**config.mk**
```make
export PLATFORM = sky130hd
export DESIGN_NAME = data_bus_interconnect_flat
export DESIGN_NICKNAME = d
export VERILOG_FILES = /design/src/rtl/data_bus_interconnect_if.sv /design/src/rtl/data_bus_interconnect.sv /design/src/flat_wrapper.sv
export SDC_FILE = /design/constraint.sdc
export NUM_CORES = 1
export LEC_CHECK = 0
export CAP_MARGIN = 25
export CORE_UTILIZATION = 45
export CTS_BUF_LIST = sky130_fd_sc_hd__clkbuf_16
export DETAILED_ROUTE_END_ITERATION = 6
export GPL_ROUTABILITY_DRIVEN = 0
export PLACE_DENSITY = 0.83
export SETUP_SLACK_MARGIN = 0.4
export SLEW_MARGIN = 20
export SYNTH_ARGS = -nofsm -noshare
export SYNTH_HDL_FRONTEND = slang
export SYNTH_SLANG_ARGS = --single-unit
```
**constraint.sdc**
```tcl
create_clock -name clk -period 3.4 [get_ports clk]
set_input_delay 0.68 -clock clk [delete_from_list [all_inputs] [get_ports clk]]
set_output_delay 0.68 -clock clk [all_outputs]
set_load 0.01 [all_outputs]
```
**src/rtl/data_bus_interconnect_if.sv**
```systemverilog
// Data-port bus bundle between the CPU master, the interconnect and its slaves.
// "slave" is the interconnect's view; "master" is the surrounding environment (CPU plus devices).
interface data_bus_interconnect_if #(
  parameter int NUM_SLAVES = 3,
  parameter int ADDR_WIDTH = 32,
  parameter int DATA_WIDTH = 32
);
  logic                             m_req;
  logic                             m_we;
  logic [ADDR_WIDTH-1:0]            m_addr;
  logic [DATA_WIDTH-1:0]            m_wdata;
  logic [DATA_WIDTH/8-1:0]          m_wstrb;
  logic                             m_ready;
  logic                             m_rvalid;
  logic [DATA_WIDTH-1:0]            m_rdata;
  logic                             m_err;
  logic [ADDR_WIDTH-1:0]            err_addr;
  logic [NUM_SLAVES-1:0]            s_req;
  logic                             s_we;
  logic [ADDR_WIDTH-1:0]            s_addr;
  logic [DATA_WIDTH-1:0]            s_wdata;
  logic [DATA_WIDTH/8-1:0]          s_wstrb;
  logic [NUM_SLAVES-1:0]            s_ack;
  logic [NUM_SLAVES*DATA_WIDTH-1:0] s_rdata;

  modport slave (
    input  m_req, m_we, m_addr, m_wdata, m_wstrb, s_ack, s_rdata,
    output m_ready, m_rvalid, m_rdata, m_err, err_addr,
           s_req, s_we, s_addr, s_wdata, s_wstrb
  );

  modport master (
    output m_req, m_we, m_addr, m_wdata, m_wstrb, s_ack, s_rdata,
    input  m_ready, m_rvalid, m_rdata, m_err, err_addr,
           s_req, s_we, s_addr, s_wdata, s_wstrb
  );
endinterface

```
**src/rtl/data_bus_interconnect.sv**
```systemverilog
// Routes one CPU data-port master to NUM_SLAVES address-decoded slaves with a registered
// request/ack handshake, byte strobes, unmapped-address errors and a per-transaction timeout.
module data_bus_interconnect #(
  parameter int                               NUM_SLAVES     = 3,
  parameter int                               ADDR_WIDTH     = 32,
  parameter int                               DATA_WIDTH     = 32,
  parameter logic [NUM_SLAVES*ADDR_WIDTH-1:0] SLAVE_BASE     = {32'h9000_0000, 32'h8000_0000, 32'h0000_0000},
  parameter logic [NUM_SLAVES*ADDR_WIDTH-1:0] SLAVE_MASK     = {3{32'hFFFF_FF00}},
  parameter int                               TIMEOUT_CYCLES = 16
) (
  input logic                    clk,
  input logic                    rst,
  data_bus_interconnect_if.slave bus
);

  localparam int STRB_W = DATA_WIDTH / 8;
  localparam int IDX_W  = (NUM_SLAVES > 1) ? $clog2(NUM_SLAVES) : 1;
  localparam int CNT_W  = $clog2(TIMEOUT_CYCLES + 1);

  typedef enum logic [1:0] {IDLE, BUSY, RESP, RESP_ERR} state_t;

  state_t                state_q, state_d;
  logic [CNT_W-1:0]      cnt_q, cnt_d;
  logic [IDX_W-1:0]      idx_q, dec_idx;
  logic                  dec_hit;
  logic                  accept, sel_ack, timeout;
  logic                  s_we_q;
  logic [ADDR_WIDTH-1:0] s_addr_q, err_addr_q;
  logic [DATA_WIDTH-1:0] s_wdata_q, rdata_q;
  logic [STRB_W-1:0]     s_wstrb_q;

  // Walk from the top index down so the lowest matching slave is the one left selected.
  always_comb begin
    dec_hit = 1'b0;
    dec_idx = '0;
    for (int i = NUM_SLAVES - 1; i >= 0; i--) begin
      if ((bus.m_addr & SLAVE_MASK[i*ADDR_WIDTH +: ADDR_WIDTH]) == SLAVE_BASE[i*ADDR_WIDTH +: ADDR_WIDTH]) begin
        dec_hit = 1'b1;
        dec_idx = IDX_W'(i);
      end
    end
  end

  assign accept  = (state_q == IDLE) && bus.m_req;
  assign sel_ack = bus.s_ack[idx_q];
  // The counter is 0 in the first BUSY cycle, so TIMEOUT_CYCLES-1 marks the last cycle s_req is held.
  assign timeout = (cnt_q == CNT_W'(TIMEOUT_CYCLES - 1));

  // NOTE: every always_comb output gets a default first so no path leaves it unassigned (no latch).
  always_comb begin
    state_d = state_q;
    cnt_d   = cnt_q;
    unique case (state_q)
      IDLE: begin
        cnt_d = '0;
        if (bus.m_req) state_d = dec_hit ? BUSY : RESP_ERR;
      end
      BUSY: begin
        if (sel_ack)      state_d = RESP;
        else if (timeout) state_d = RESP_ERR;
        else              cnt_d   = cnt_q + CNT_W'(1);
      end
      RESP, RESP_ERR: state_d = IDLE;
      default:        state_d = IDLE;
    endcase
  end

  // NOTE: sequential state uses non-blocking assignments so every register samples pre-edge values.
  always_ff @(posedge clk) begin
    if (rst) begin
      state_q    <= IDLE;
      cnt_q      <= '0;
      idx_q      <= '0;
      s_we_q     <= 1'b0;
      s_addr_q   <= '0;
      s_wdata_q  <= '0;
      s_wstrb_q  <= '0;
      rdata_q    <= '0;
      err_addr_q <= '0;
    end else begin
      state_q <= state_d;
      cnt_q   <= cnt_d;
      if (accept && dec_hit) begin
        idx_q     <= dec_idx;
        s_we_q    <= bus.m_we;
        s_addr_q  <= bus.m_addr;
        s_wdata_q <= bus.m_wdata;
        s_wstrb_q <= bus.m_wstrb;
      end
      if (state_q == BUSY && sel_ack)
        rdata_q <= s_we_q ? '0 : bus.s_rdata[idx_q*DATA_WIDTH +: DATA_WIDTH];
      if (accept && !dec_hit)
        err_addr_q <= bus.m_addr;
      else if (state_q == BUSY && !sel_ack && timeout)
        err_addr_q <= s_addr_q;
    end
  end

  assign bus.m_ready  = (state_q == IDLE);
  assign bus.m_rvalid = (state_q == RESP) || (state_q == RESP_ERR);
  assign bus.m_err    = (state_q == RESP_ERR);
  assign bus.m_rdata  = (state_q == RESP) ? rdata_q : '0;
  assign bus.err_addr = err_addr_q;
  assign bus.s_req    = (state_q == BUSY) ? (NUM_SLAVES'(1) << idx_q) : '0;
  assign bus.s_we     = s_we_q;
  assign bus.s_addr   = s_addr_q;
  assign bus.s_wdata  = s_wdata_q;
  assign bus.s_wstrb  = s_wstrb_q;

endmodule
```
**src/flat_wrapper.sv**
```systemverilog
// flat-port wrapper written by rule: the top's interface ports become plain ports
module data_bus_interconnect_flat 
#(
  parameter int                               NUM_SLAVES     = 3,
  parameter int                               ADDR_WIDTH     = 32,
  parameter int                               DATA_WIDTH     = 32,
  parameter logic [NUM_SLAVES*ADDR_WIDTH-1:0] SLAVE_BASE     = {32'h9000_0000, 32'h8000_0000, 32'h0000_0000},
  parameter logic [NUM_SLAVES*ADDR_WIDTH-1:0] SLAVE_MASK     = {3{32'hFFFF_FF00}},
  parameter int                               TIMEOUT_CYCLES = 16
)
  (clk, rst, bus_m_req, bus_m_we, bus_m_addr, bus_m_wdata, bus_m_wstrb, bus_s_ack, bus_s_rdata, bus_m_ready, bus_m_rvalid, bus_m_rdata, bus_m_err, bus_err_addr, bus_s_req, bus_s_we, bus_s_addr, bus_s_wdata, bus_s_wstrb);
  data_bus_interconnect_if #(.NUM_SLAVES(NUM_SLAVES), .ADDR_WIDTH(ADDR_WIDTH), .DATA_WIDTH(DATA_WIDTH)) bus_i ();
  input logic clk;
  input logic rst;
  input wire logic [$bits(bus_i.m_req)-1:0] bus_m_req;
  input wire logic [$bits(bus_i.m_we)-1:0] bus_m_we;
  input wire logic [$bits(bus_i.m_addr)-1:0] bus_m_addr;
  input wire logic [$bits(bus_i.m_wdata)-1:0] bus_m_wdata;
  input wire logic [$bits(bus_i.m_wstrb)-1:0] bus_m_wstrb;
  input wire logic [$bits(bus_i.s_ack)-1:0] bus_s_ack;
  input wire logic [$bits(bus_i.s_rdata)-1:0] bus_s_rdata;
  output wire logic [$bits(bus_i.m_ready)-1:0] bus_m_ready;
  output wire logic [$bits(bus_i.m_rvalid)-1:0] bus_m_rvalid;
  output wire logic [$bits(bus_i.m_rdata)-1:0] bus_m_rdata;
  output wire logic [$bits(bus_i.m_err)-1:0] bus_m_err;
  output wire logic [$bits(bus_i.err_addr)-1:0] bus_err_addr;
  output wire logic [$bits(bus_i.s_req)-1:0] bus_s_req;
  output wire logic [$bits(bus_i.s_we)-1:0] bus_s_we;
  output wire logic [$bits(bus_i.s_addr)-1:0] bus_s_addr;
  output wire logic [$bits(bus_i.s_wdata)-1:0] bus_s_wdata;
  output wire logic [$bits(bus_i.s_wstrb)-1:0] bus_s_wstrb;
  assign bus_i.m_req = bus_m_req;
  assign bus_i.m_we = bus_m_we;
  assign bus_i.m_addr = bus_m_addr;
  assign bus_i.m_wdata = bus_m_wdata;
  assign bus_i.m_wstrb = bus_m_wstrb;
  assign bus_i.s_ack = bus_s_ack;
  assign bus_i.s_rdata = bus_s_rdata;
  assign bus_m_ready = bus_i.m_ready;
  assign bus_m_rvalid = bus_i.m_rvalid;
  assign bus_m_rdata = bus_i.m_rdata;
  assign bus_m_err = bus_i.m_err;
  assign bus_err_addr = bus_i.err_addr;
  assign bus_s_req = bus_i.s_req;
  assign bus_s_we = bus_i.s_we;
  assign bus_s_addr = bus_i.s_addr;
  assign bus_s_wdata = bus_i.s_wdata;
  assign bus_s_wstrb = bus_i.s_wstrb;
  data_bus_interconnect #(.NUM_SLAVES(NUM_SLAVES), .ADDR_WIDTH(ADDR_WIDTH), .DATA_WIDTH(DATA_WIDTH), .SLAVE_BASE(SLAVE_BASE), .SLAVE_MASK(SLAVE_MASK), .TIMEOUT_CYCLES(TIMEOUT_CYCLES)) u_core (.clk(clk), .rst(rst), .bus(bus_i));
endmodule
```
== Word-level counts from Yosys, hierarchy flattened ==
Index checks and enable logic that the tools add are counted.

* Reduce and logical (&&, ||, !) cells: 16
* $add $sub $neg: 1
* Muxes and demuxes: 21
* Shift-type cells: 2
* Eq/ne operators: 10
* $lt $le $gt $ge: 1

{| class="wikitable"
|+ Operators with widths
! operator !! number
|-
| 32-bit 2-to-1 mux || 4
|-
| 96-bit by 8-bit indexed part select with 32-bit output || 1
|-
| 24-bit == test (second input constant) || 2
|-
| 32-bit logical NOT || 1
|-
| 2-bit 2-to-1 mux || 7
|-
| 5-bit 2-to-1 mux || 2
|-
| 5-bit case mux with 2 select lines || 1
|-
| 1-bit logical AND || 6
|-
| 2-bit != test (second input constant) || 3
|-
| 2-bit case mux with 3 select lines || 1
|-
| 5-bit by 1-bit adder with 5-bit output (second input constant) || 1
|-
| 5-bit by 4-bit == test with 1-bit output (second input constant) || 1
|-
| 2-bit == test (second input constant) || 2
|-
| 1-bit 2-to-1 mux || 4
|-
| 2-bit nonzero test || 2
|-
| 2-bit by 3-bit < comparator with 1-bit output (second input constant) || 1
|-
| 3-bit 2-to-1 mux || 1
|-
| 3-bit by 1-bit != test with 1-bit output (second input constant) || 1
|-
| 3-bit AND reduction || 1
|-
| 1-bit by 2-bit << shifter with 3-bit output (first input constant) || 1
|-
| 1-bit binary-select mux with 2-bit select || 1
|-
| 2-bit by 1-bit == test with 1-bit output (second input constant) || 1
|-
| 1-bit logical NOT || 2
|-
| 2-bit logical NOT || 1
|-
| other kinds (3) || 3
|}

* Output and inout bits: 139
* Logic and storage cells: 60
* Bits of input ports: 171
* Register bits: 142

== Longest topological paths before layout ==
* Depth in word-level cells: 7
* Mapped depth: 7
* Depth with buffers taken out: 6

== Worst setup path before layout ==
OpenSTA, ideal clock, no wires.

* Path kind: input -> register
* From: input port bus_m_addr[11]
* To: register u_core.s_addr_q[0], in the netlist u_core.bus.s_addr[0]
* Stages on the path: 6
* Arrival time: 2219 ps
* Buffers on the path: 2
* Setup time: 132 ps
* Path slack: 1048 ps
* Data required time: 3268 ps
* Cell sequence: or4_1 -> or4_4 -> buf_6 -> buf_6 -> o21ai_1 -> a21oi_1

* Word-level cells in the longest chain between the ends: 5
* Elaborated cells on any way between the ends: 7
* Those cells by class: 2 x eq/ne; 3 x mux; 2 x reduce/logical

{| class="wikitable"
|+ Ends and longest elaborated chain
! what !! RTL line !! text
|-
| start, declared || flat_wrapper.sv:17 || <nowiki>input wire logic [$bits(bus_i.m_addr)-1:0] bus_m_addr;</nowiki>
|-
| 24-bit == test || data_bus_interconnect.sv:37 || <nowiki>if ((bus.m_addr & SLAVE_MASK[i*ADDR_WIDTH +: ADDR_WIDTH]) == SLAVE_BASE[i*ADDR_WIDTH +: ADDR_WIDTH]) begin</nowiki>
|-
| 1-bit 2-to-1 mux (2 in series) || data_bus_interconnect.sv:37 ||
|-
| 1-bit 2-to-1 mux (*) || data_bus_interconnect.sv:37 ||
|-
| 1-bit logical AND (*) || data_bus_interconnect.sv:83 || <nowiki>if (accept && dec_hit) begin</nowiki>
|-
| end signal, assigned || data_bus_interconnect.sv:86 || <nowiki>s_addr_q <= bus.m_addr;</nowiki>
|-
| end, declared || data_bus_interconnect.sv:28 || <nowiki>logic [ADDR_WIDTH-1:0] s_addr_q, err_addr_q;</nowiki>
|}

Mark *: on every way between the ends. The rest lies on a longest branch, timed or not.
A chain may end at the register's enable or synchronous reset.

== Final worst setup path ==
* From: register u_core.state_q[0]
* To: output port bus_m_rdata[11]

* Word-level cells in the longest chain between the ends: 2

{| class="wikitable"
|+ Ends and longest elaborated chain
! what !! RTL line !! text
|-
| start, declared || data_bus_interconnect.sv:22 || <nowiki>state_t state_q, state_d;</nowiki>
|-
| start signal, assigned || data_bus_interconnect.sv:81 || <nowiki>state_q <= state_d;</nowiki>
|-
| 2-bit == test || data_bus_interconnect.sv:102 || <nowiki>assign bus.m_rdata = (state_q == RESP) ? rdata_q : '0;</nowiki>
|-
| 32-bit 2-to-1 mux || data_bus_interconnect.sv:102 ||
|-
| end, declared || flat_wrapper.sv:24 || <nowiki>output wire logic [$bits(bus_i.m_rdata)-1:0] bus_m_rdata;</nowiki>
|}

No other way between the ends.

==> impl_metrics.py <==
metrics = {
    "outcome": {
        "status": "finished clean",
    },
    "routing": {
        "vias": 6986,
        "drtPass1Iterations": 5,
        "antenna_left": 0,
        "routed_wl_mm": 22.6,
        "wire_per_inst_um": 18.5,
        "drc_errors": 0,
        "drtIter0Drc": 437,
        "post_drt_via_cell_ratio": 5.72,
    },
    "critical_path": {
        "crit_type": "reg -> out",
        "cp-start-kind": "flop",
        "critPathCaptureType": "primary output",
        "cp.arrival_ns": 2.09,
        "timing.rr.end": "u_core.bus.err_addr[9]",
        "reg2reg_depth": 6,
        "r2r-start": "u_core.idx_q[1]",
        "required_ns": 2.72,
        "worstPathMaxFanout": 21,
        "rrSetupSlack_ns": 0.83,
    },
    "timing": {
        "min_period_over_period_pct": 81.4,
        "final_max_slew_viol_count": 0,
        "fin_skew_ns": 0.00763,
        "tightest_slew_ns": 0.705,
        "setup_tns_ns": 0,
        "setup_viol": 0,
        "timing.final.hold_violations": 0,
        "slew_headroom_pct": 52.9,
        "rsz0062_at_grt": "false",
        "fmax_ghz": 0.361,
        "layout_setup_ws_ns": 0.632,
        "fin_crit_ns": 2.77,
    },
    "logic_synthesis": {
        "synth_top_family_by_area": "compound AO/OA/AOI/OAI gates",
        "synth_nets": 928,
        "synth-xor-area-share_pct": 0,
        "synth_simple_gate_area_share_pct": 18.8,
        "yosysTopAreaCellShare_pct": 42.5,
        "ys_seq_area_share_pct": 42.5,
        "synthAdderAreaFrac_pct": 0.374,
        "ys.warnings.count": 0,
        "synth_compound_area_share_pct": 22.8,
        "synth_edf_count": 0,
        "syn_area_um2": 6690,
        "synth_area_leader_cell": "dfxtp_1",
        "ys_seq_elements": 142,
        "synth_flop_cell": "dfxtp_1",
        "synthCells": 755,
        "ys_top_cells_by_area": "dfxtp_1, mux2i_1, a21oi_1",
        "ys_types": 44,
        "avgSynthCellArea_um2": 8.86,
        "synth_mux_area_share_pct": 9.72,
        "async_reset_ff_share_pct": 0,
    },
    "cts": {
        "clkTransAtPathRegs_ns": 0.06,
        "h-tree-depth": 4,
        "cts_tree": "yes",
        "cts_setup_buffers": 0,
        "clkSinkCount": 142,
        "postCtsHoldBufs": 0,
        "clock_path_buffers": 2,
        "postCtsResizedCells": 0,
        "root_buffer": "clkbuf_16",
        "numCtsBuffers": 17,
        "clkLatencyLatePin_ns": 0.41,
    },
    "cells_and_area": {
        "syn2layout_area_growth_pct": 55.9,
        "nFillCells": 1138,
        "layout_common_cells": "clkdlybuf4s50_1, dfxtp_1, a21oi_1",
        "drive_gt1_share_pct": 6.36,
        "finalNetCount": 1198,
        "n_antenna_cell": 0,
        "layout_commonest_cell": "clkdlybuf4s50_1",
    },
    "min_path": {
        "min-delay-start": "u_core.rdata_q[21]",
        "min_path_cells": 2,
        "hold_path_end": "u_core.rdata_q[21]",
        "hold_class": "reg -> reg",
    },
    "grt": {
        "grt_remaining_overflow": 0,
        "grt.total_usage_pct": 28.7,
        "grt_pass1_wl_mm": 34.1,
        "grt_max_degree": 60,
        "antenna_found_initial": 0,
        "grt_pass1_vias": 6559,
    },
    "die": {
        "die_y_um": 124,
        "die_area_um2": 15400,
        "pin_count": 310,
        "core-area_um2": 14500,
        "rows": 44,
        "initial_utilization_pct": 46.0,
        "die_width_um": 124,
    },
    "flow_run": {
        "maxCapViolations": 0,
    },
    "power_and_ir_drop": {
        "ir_worst_vdd_mv": 0.349,
        "power_leakage_nw": 3.73,
        "p_per_area_nw_per_um2": 383,
    },
    "placement": {
        "numPortBuffers": 309,
        "pre_cts_slack_ns": 0.294,
        "dp_hpwl_mm": 15.8,
    },
}
-- Yosys cell counts, types with 4 or more instances --
cell / number
clkbuf_1: 60
nor2b_1: 4
o2bb2ai_1: 32
buf_2: 17
o21ai_0: 60
nand2_1: 7
a21oi_1: 81
inv_1: 4
nor2_1: 39
dfxtp_1: 142
and2_1: 55
o21ai_1: 19
a221oi_1: 32
nand4b_1: 32
nand3_1: 49
a31oi_1: 5
mux2i_1: 65
-- where the power goes --
group          leakage (nW)  switching (mW)  internal (mW)  total [mW]
combinational          2.32           0.237          0.330       0.567
sequential             1.15          0.0259           1.72        1.74
clock                 0.260           0.696          0.987        1.68
total                  3.73           0.959           3.03        3.99
-- cell families after synthesis --
kind of cell,after synthesis
muxes,65
AOI/OAI and AO/OA,244
DFF,142
adders and majority gates,2
buffers and inverters,90
and+or+nand+nor,212
-- layer usage --
| layer | part of all wire, % | track usage [%] |
|---|---|---|
| met5 | 0 | 0 |
| met4 | 2.5 | 10.6 |
| met3 | 8.2 | 7.23 |
| met2 | 50 | 50.4 |
| met1 | 40 | 33.6 |
-- registers in the layout (all words and copies together), names as in the netlist --
register and flops:
u_core.bus.err_addr 32, u_core.bus.s_addr 32, u_core.bus.s_wdata 32, u_core.bus.s_we 1, u_core.bus.s_wstrb 4, u_core.cnt_q 5, u_core.idx_q 2, u_core.rdata_q 32
u_core.state_q 2
-- critical path, cell delays in order, from the launching register on --
cell	delay [ns]
dfxtp_1	0.32
buf_4	0.18
nor2b_1	0.18
buf_4	0.24
and2_1	0.20
clkdlybuf4s50_1	0.55
-- area by class of cell --
class / instances / area, um2 / area share [%]
timing repair buffer: 337 / 3330 / 31.9
sequential: 142 / 2840 / 27.3
inverter: 4 / 15.0 / 0.144
clock inverter: 14 / 104 / 0.996
clock buffer: 17 / 425 / 4.08
tap: 184 / 230 / 2.21
multi-input combinational: 523 / 3490 / 33.4
-- stage by stage --
step                hold WS [ns]  std cells  cell area (um2)  total power, mW  util [%]
finish                     0.469       1221            10400             3.99      71.8
floorplan                  0.449        755             6690             1.98         -
CTS                        0.470       1221            10400             4.01      71.8
global placement           0.457       1190             9900             2.34      68.1
detailed placement         0.462       1190             9900             2.34      68.1
global route               0.491       1221            10400             4.14      71.8
-- worst max path at each step --
stage | start | end | slack, ns
finish | u_core.state_q[0] | bus_m_rdata[11] | 0.63
global route | u_core.idx_q[0] | bus_s_req[1] | 0.51
CTS | u_core.state_q[1] | bus_s_req[0] | 0.60
detailed placement | bus_m_addr[11] | u_core.bus.s_wdata[13] | 0.29
global placement | bus_m_addr[25] | u_core.bus.err_addr[11] | 0.35
floorplan | bus_m_addr[11] | u_core.bus.s_addr[0] | 1.05
(Power assumes the default switching activity.)
